<file path="config.mk">
export PLATFORM = sky130hd
export DESIGN_NAME = mux4_rr_arbiter_flat
export DESIGN_NICKNAME = d
export VERILOG_FILES = /design/src/rtl/mux4_rr_arbiter_pkg.sv /design/src/rtl/mux4_rr_arbiter_if.sv /design/src/rtl/mux4_rr_arbiter_mux.sv /design/src/rtl/mux4_rr_arbiter.sv /design/src/flat_wrapper.sv
export SDC_FILE = /design/constraint.sdc
export NUM_CORES = 1
export LEC_CHECK = 0
export ABC_AREA = 1
export CAP_MARGIN = 20
export CORE_MARGIN = 2
export CORE_UTILIZATION = 43
export DETAILED_ROUTE_END_ITERATION = 10
export HOLD_SLACK_MARGIN = 0.02
export PLACE_DENSITY_LB_ADDON = 0.1
export SYNTH_ARGS = -nofsm -noshare
export SYNTH_HDL_FRONTEND = slang
export SYNTH_HIERARCHICAL = 1
export SYNTH_SLANG_ARGS = --single-unit
</file>
<file path="constraint.sdc">
create_clock -name clk -period 1.55 [get_ports clk]
set_input_delay 0.2325 -clock clk [delete_from_list [all_inputs] [get_ports clk]]
set_output_delay 0.2325 -clock clk [all_outputs]
set_load 0.05 [all_outputs]
</file>
<file path="src/rtl/mux4_rr_arbiter_pkg.sv">
// mux4_rr_arbiter_pkg: shared data width, mux select codes and arbiter state encoding
package mux4_rr_arbiter_pkg;
  localparam int DW = 4;
  localparam logic [1:0] S0 = 2'b00;
  localparam logic [1:0] S1 = 2'b01;
  localparam logic [1:0] S2 = 2'b10;
  localparam logic [1:0] S3 = 2'b11;
  typedef enum logic {IDLE, GNT} state_t;
endpackage

</file>
<file path="src/rtl/mux4_rr_arbiter_if.sv">
// mux4_rr_arbiter_if: requester bus (req, a..d) and arbiter outputs (grant, sel, busy, y_out, y_valid)
interface mux4_rr_arbiter_if;
  import mux4_rr_arbiter_pkg::*;
  logic [3:0] req;
  logic [DW-1:0] a, b, c, d;
  logic [3:0] grant;
  logic [1:0] sel;
  logic busy;
  logic [DW-1:0] y_out;
  logic y_valid;
  modport master(output req, a, b, c, d, input grant, sel, busy, y_out, y_valid);
  modport slave(input req, a, b, c, d, output grant, sel, busy, y_out, y_valid);
endinterface

</file>
<file path="src/rtl/mux4_rr_arbiter_mux.sv">
// mux4_rr_arbiter_mux: combinational 4-to-1 mux; sel picks a/b/c/d onto y
module mux4_rr_arbiter_mux
  import mux4_rr_arbiter_pkg::*;
(
  input  logic [1:0]    sel,
  input  logic [DW-1:0] a,
  input  logic [DW-1:0] b,
  input  logic [DW-1:0] c,
  input  logic [DW-1:0] d,
  output logic [DW-1:0] y
);
  assign y = sel == S0 ? a : sel == S1 ? b : sel == S2 ? c : d;
endmodule

</file>
<file path="src/rtl/mux4_rr_arbiter.sv">
// mux4_rr_arbiter: round-robin, hold-bounded arbiter over a 4-to-1 mux; clk/rst plus slave bus (req,a..d in; grant,sel,busy,y_out,y_valid out)
module mux4_rr_arbiter
  import mux4_rr_arbiter_pkg::*;
#(
  parameter logic [3:0] HOLD = 4'd4
) (
  input logic clk,
  input logic rst,
  mux4_rr_arbiter_if.slave bus
);
  state_t state;
  logic [1:0] ptr;
  logic [3:0] cnt;
  logic [DW-1:0] mux_y;
  logic rel;
  logic [1:0] base;
  logic [2:0] nxt;
  function automatic logic [2:0] pick(input logic [3:0] r, input logic [1:0] p);
    logic [1:0] i;
    pick = '0;
    for (int k = 3; k >= 0; k--) begin
      i = p + 2'(k);
      if (r[i]) pick = {1'b1, i};
    end
  endfunction
  assign rel  = state == GNT && (!bus.req[bus.sel] || cnt == HOLD - 4'd1);
  assign base = state == IDLE ? ptr : bus.sel + 2'd1;
  assign nxt  = pick(bus.req, base);
  mux4_rr_arbiter_mux u_mux (
    .sel(bus.sel),
    .a(bus.a),
    .b(bus.b),
    .c(bus.c),
    .d(bus.d),
    .y(mux_y)
  );
  always_ff @(posedge clk) begin
    if (rst) begin
      state       <= IDLE;
      ptr         <= 2'd0;
      cnt         <= 4'd0;
      bus.grant   <= 4'd0;
      bus.sel     <= S0;
      bus.busy    <= 1'b0;
      bus.y_out   <= '0;
      bus.y_valid <= 1'b0;
    end else begin
      bus.y_valid <= bus.busy;
      if (bus.busy) bus.y_out <= mux_y;
      if (state == IDLE || rel) begin
        if (rel) ptr <= bus.sel + 2'd1;
        cnt       <= 4'd0;
        state     <= nxt[2] ? GNT : IDLE;
        bus.busy  <= nxt[2];
        bus.grant <= nxt[2] ? 4'b0001 << nxt[1:0] : 4'd0;
        if (nxt[2]) bus.sel <= nxt[1:0];
      end else begin
        cnt <= cnt + 4'd1;
      end
    end
  end
endmodule

</file>
<file path="src/flat_wrapper.sv">
// flat-port wrapper written by rule: the top's interface ports become plain ports
module mux4_rr_arbiter_flat import mux4_rr_arbiter_pkg::*;
#(
  parameter logic [3:0] HOLD = 4'd4
)
  (clk, rst, bus_req, bus_a, bus_b, bus_c, bus_d, bus_grant, bus_sel, bus_busy, bus_y_out, bus_y_valid);
  mux4_rr_arbiter_if bus_i ();
  input logic clk;
  input logic rst;
  input wire logic [$bits(bus_i.req)-1:0] bus_req;
  input wire logic [$bits(bus_i.a)-1:0] bus_a;
  input wire logic [$bits(bus_i.b)-1:0] bus_b;
  input wire logic [$bits(bus_i.c)-1:0] bus_c;
  input wire logic [$bits(bus_i.d)-1:0] bus_d;
  output wire logic [$bits(bus_i.grant)-1:0] bus_grant;
  output wire logic [$bits(bus_i.sel)-1:0] bus_sel;
  output wire logic [$bits(bus_i.busy)-1:0] bus_busy;
  output wire logic [$bits(bus_i.y_out)-1:0] bus_y_out;
  output wire logic [$bits(bus_i.y_valid)-1:0] bus_y_valid;
  assign bus_i.req = bus_req;
  assign bus_i.a = bus_a;
  assign bus_i.b = bus_b;
  assign bus_i.c = bus_c;
  assign bus_i.d = bus_d;
  assign bus_grant = bus_i.grant;
  assign bus_sel = bus_i.sel;
  assign bus_busy = bus_i.busy;
  assign bus_y_out = bus_i.y_out;
  assign bus_y_valid = bus_i.y_valid;
  mux4_rr_arbiter #(.HOLD(HOLD)) u_core (.clk(clk), .rst(rst), .bus(bus_i));
endmodule
</file>
* Word level (Yosys, flattened, before mapping)
Cells that the tools add are included.
Operators by class: add/subtract/negate cells 5, equality and inequality tests 3, magnitude comparators 5, bitwise gates (word level) 1, shift operators 1, muxes and demuxes 20, reductions and logical operators 8
Operators by type and width (count):
- two-way mux 4 bit | 4
- less-than comparator 2 x 3 -> 1 bit, second input constant | 5
- two-way mux 3 bit | 4
- binary-select mux 1 bit (select 2 bit) | 5
- two-way mux 1 bit | 6
- adder 2 x 1 -> 2 bit, second input constant | 2
- adder 2 bit, second input constant | 2
- adder 4 x 1 -> 4 bit, second input constant | 1
- equality test 4 x 2 -> 1 bit, second input constant | 1
- AND reduction 2 bit | 2
- << shifter 1 x 2 -> 4 bit, first input constant | 1
- equality test 2 x 1 -> 1 bit, second input constant | 1
- equality test 2 bit, second input constant | 1
- zero test 2 bit | 1
- logical OR 1 bit | 2
- two-way mux 2 bit | 1
- OR reduction 2 bit | 1
- logical AND 1 bit | 1
- zero test 1 bit | 1
- NOT 1 bit | 1
Word-level totals: output and inout port bits 12, logic and storage cells 51, bits in registers 19, input bits 22

* Logic depth before layout (Yosys ltp)
depth after elaboration 11, gate-level depth with buffers 14, gate-level depth less buffers 14

* By module
Netlist, hierarchy kept.
Modules (own cells, without submodules):
- mux4_rr_arbiter | sequential area each 360.3 um2, cells each 149, area each 1021.0 um2, times used 1
- mux4_rr_arbiter_mux | sequential area each 0.0 um2, cells each 45, area each 188.9 um2, times used 1

* Least setup slack after synthesis
Ideal clock, no wire load.
path type register to register, from register u_core.bus.sel[0], to register u_core.bus.sel[0], setup slack -0.393 ns, data required time 1.441 ns, stages on the path, launching flop included 14, clock period less this slack 1.943 ns, arrival time 1.834 ns, library setup time 0.109 ns, path buffers 0, cells stage by stage dfxtp_1 inv_2 nand2_2 nand3_2 nand2_2 nand2_1 nand3_2 nand2_1 nor2_1 nand2_1 nand2_2 nand3_2 nand2_1 inv_1
Between the ends: cells in the longest elaborated chain, start to end 10, elaborated cells on any way between the ends 24, classes of those cells 4 x add/sub; 15 x mux; 5 x reduce/logical
Ends and longest elaborated chain:
- start, declared | RTL line mux4_rr_arbiter_if.sv:12 | modport slave(input req, a, b, c, d, output grant, sel, busy, y_out, y_valid);
- start signal, assigned | RTL line mux4_rr_arbiter.sv:56 | if (nxt[2]) bus.sel <= nxt[1:0];
- adder 2 x 1 -> 2 bit | RTL line mux4_rr_arbiter.sv:27 | assign base = state == IDLE ? ptr : bus.sel + 2'd1;
- two-way mux 2 bit | RTL line mux4_rr_arbiter.sv:27
- adder 2 bit | RTL line mux4_rr_arbiter.sv:22 | i = p + 2'(k);
- binary-select mux 1 bit (select 2 bit) | RTL line mux4_rr_arbiter.sv:23 | if (r[i]) pick = {1'b1, i};
- two-way mux 1 bit (not written as such) | RTL line mux4_rr_arbiter.sv:23
- two-way mux 3 bit (4 in a row) | RTL line mux4_rr_arbiter.sv:23
- AND reduction 2 bit (no source line)
Several ways; a longest one is shown, not always the timed one. The select of a mux whose other input is x is not followed. A chain may end at the register's enable or synchronous reset.

==> impl_metrics.env <==
export IMPL_run_status="finished, final reports clean"
export IMPL_clock_latency_ns=0.29
export IMPL_synthTopCellsByArea="dfxtp_1 30%, nand2_1 18%, nand2_2 11%, inv_1 6.8%, nor2_1 6.2%"
export IMPL_worstHoldPathType="reg -> reg"
export IMPL_setup_ws_ns=0.0120
export IMPL_dieHeight_microns=57.0
export IMPL_synth_edff_count=0
export IMPL_routed_wirelength_microns=3290
export IMPL_vias_per_cell=4.93
export IMPL_synth_cells=194
export IMPL_grt_pass1_vias=1306
export IMPL_synth_area_leader_cell="dfxtp_1"
export IMPL_multi_input_area_sq_um=796
export IMPL_p_leak_nw=0.929
export IMPL_drtIter0Drc=70
export IMPL_slew_headroom_pct=81.0
export IMPL_cts_buffers=3
export IMPL_grt_pass1_wl_microns=5490
export IMPL_tns_ns=0
export IMPL_drc=0
export IMPL_post_place_ws_ns=-0.244
export IMPL_critPathRequiredTime_ns=1.73
export IMPL_rsz0062_at_grt="true"
export IMPL_yosys_warnings=6
export IMPL_row_count=19
export IMPL_worst_path_max_fanout=8
export IMPL_yosys_area_top_type_share_pct=29.8
export IMPL_antenna_found_initial=0
export IMPL_core_sq_um=2710
export IMPL_cts_root_buf="clkbuf_4"
export IMPL_fmax_ghz=0.650
export IMPL_place_inst=271
export IMPL_timing_hold_violations_final=0
export IMPL_critPathArrivalTime_ns=1.72
export IMPL_yosysSeqAreaShare_pct=29.8
export IMPL_design_die_area_sq_um=3250
export IMPL_clock_sinks=18
export IMPL_final_nets=272
export IMPL_maxCapViolations=0
export IMPL_postCtsHoldBufs=0
export IMPL_cts_buffer_depth=2
export IMPL_cts_tree="yes"
export IMPL_ys_top_cells_by_count="57 x nand2_1, 22 x inv_1, 21 x nand2_2, 20 x nor2_1, 18 x dfxtp_1"
export IMPL_ys_types=24
export IMPL_fin_crit_ns=1.54
export IMPL_final_seq_area_sq_um=372
export IMPL_final_antenna_net_count=0
export IMPL_power_density_nw_per_um2=1590
export IMPL_syn_area_per_cell_sq_um=6.24
export IMPL_antenna_cells=0
export IMPL_h_tree_depth=1
export IMPL_hold_worst_slack_ns=0.453
export IMPL_fillers=251
export IMPL_drive_gt1_share_pct=33.5
export IMPL_vdd_drop_max_mv=1.17
export IMPL_fin_worst_skew_ns=0.00235
export IMPL_grt_ovfl_total=0
export IMPL_finalCritPeriodShare_pct=99.2
export IMPL_crit_type="reg -> reg"
export IMPL_groute_usage_overall_pct=20.6
export IMPL_initial_core_util_pct=44.6
export IMPL_die_x_microns=57.0
export IMPL_drv_slew=0
export IMPL_via_count=1375
export IMPL_start_kind="register"
export IMPL_hpwl_microns=2530
export IMPL_finalPower_w=0.00290
export IMPL_syn_nets=217
export IMPL_area_growth_syn_to_layout_pct=50.7
export IMPL_async_flop_share_pct=0
export IMPL_ys_ff_latch=18
export IMPL_clk_pin_slew_worst_paths_ns=0.10
export IMPL_wl_per_cell_microns=11.8
export IMPL_yosysMostFrequentCell="nand2_1"
export IMPL_io_pins=34
export IMPL_critPathCaptureType="register"
export IMPL_grt_start_max_net_pins=11
export IMPL_place_gp_congestion=0.891
export IMPL_io_buffer_count=33
export IMPL_synth_area_sq_um=1210
export IMPL_final_cells=279
export IMPL_drt_pass1_iter_count=4
export IMPL_worst_pin_slew_ns=0.285
export IMPL_finalSetupViolCount=0
export IMPL_synth_flop_cell="dfxtp_1"
-- through the flow --
stage / area (sq um) / utilization (%)
finish: 1820 / 67.3
global route: 1820 / 67.3
CTS: 1720 / 63.3
detailed placement: 1680 / 62.0
global placement: 1680 / 62.0
floorplan: 1220 / -
-- worst paths after layout --
| path | from | endpoint | slack [ns] | depth (start not counted) |
|---|---|---|---|---|
| max | u_core/bus.busy | u_core/bus.grant[1] | 0.01 | 13 |
| min | u_core/cnt[0] | u_core/cnt[0] | 0.45 | 1 |
| max reg2reg | u_core/bus.busy | u_core/bus.grant[1] | 0.01 | 13 |
| min reg2reg | u_core/cnt[0] | u_core/cnt[0] | 0.45 | 1 |
-- state kept, by name (all words and copies together) (netlist names) --
signal,count
u_core/bus.grant,4
u_core/bus.y_valid,1
u_core/ptr,2
u_core/bus.sel,2
u_core/bus.busy,1
u_core/cnt,4
u_core/bus.y_out,4
-- metal layers --
layer	track usage [%]	up-vias	part of all wire [%]
li1	-	712	-
met1	26.8	640	45
met2	35.8	21	52
met3	2.49	2	2.7
met4	5.98	0	0.43
met5	0	-	0
-- where the power goes --
group | switching, W | internal, W
logic | 0.00122 | 0.000727
clock network | 0.000142 | 0.000143
registers | 0.0000973 | 0.000580
-- final cells by class --
type | instances | share of cell area (%)
well taps | 31 | 2.13
repair buffers | 51 | 25.3
inverters | 30 | 6.59
multi-input cells | 145 | 43.7
flip-flops and latches | 18 | 20.4
clock buffers | 4 | 1.99
-- cells by family after synthesis --
kind of cell | count (synthesis) | synth area share [%]
fa+ha+maj | 1 | 1.03
buf+inv | 31 | 10.2
xor+xnor | 1 | 0.724
compound gates | 20 | 9.72
flops | 18 | 29.8
simple gates | 123 | 48.5
-- worst max-delay path, cell delays in order (launching register included) --
cell and delay [ns]:
dfxtp_4 0.44, inv_4 0.07, nand2_4 0.09, nand3_1 0.11, nand2_2 0.10, nand2_2 0.06, nand2_2 0.07, nor2_1 0.04
nor2_1 0.09, nand2_1 0.07, nand2_2 0.08, nand2_2 0.05, nand2_2 0.07, o21bai_1 0.08
-- cell usage in the layout, fill, tap and decap left out, types with 2 or more instances in the layout --
cell	n
nand3_2	9
clkbuf_4	3
o21ai_2	2
clkinv_1	4
a21oi_1	5
o21ai_1	3
nand2_4	7
buf_12	2
dfxtp_4	3
o21ai_0	7
dfxtp_1	15
inv_1	20
clkdlybuf4s50_1	21
inv_2	4
nor2_1	20
nand3_1	8
nand2_2	20
buf_4	28
nand2_1	51
nand3b_1	4
-- timing repair --
action                     4_1_cts  5_1_grt
gates resized for setup          0       24
buffers inserted                 0        4
setup endpoints to repair        0       10
hold endpoints to repair         0        0
Power figures use the tool's default switching activity.
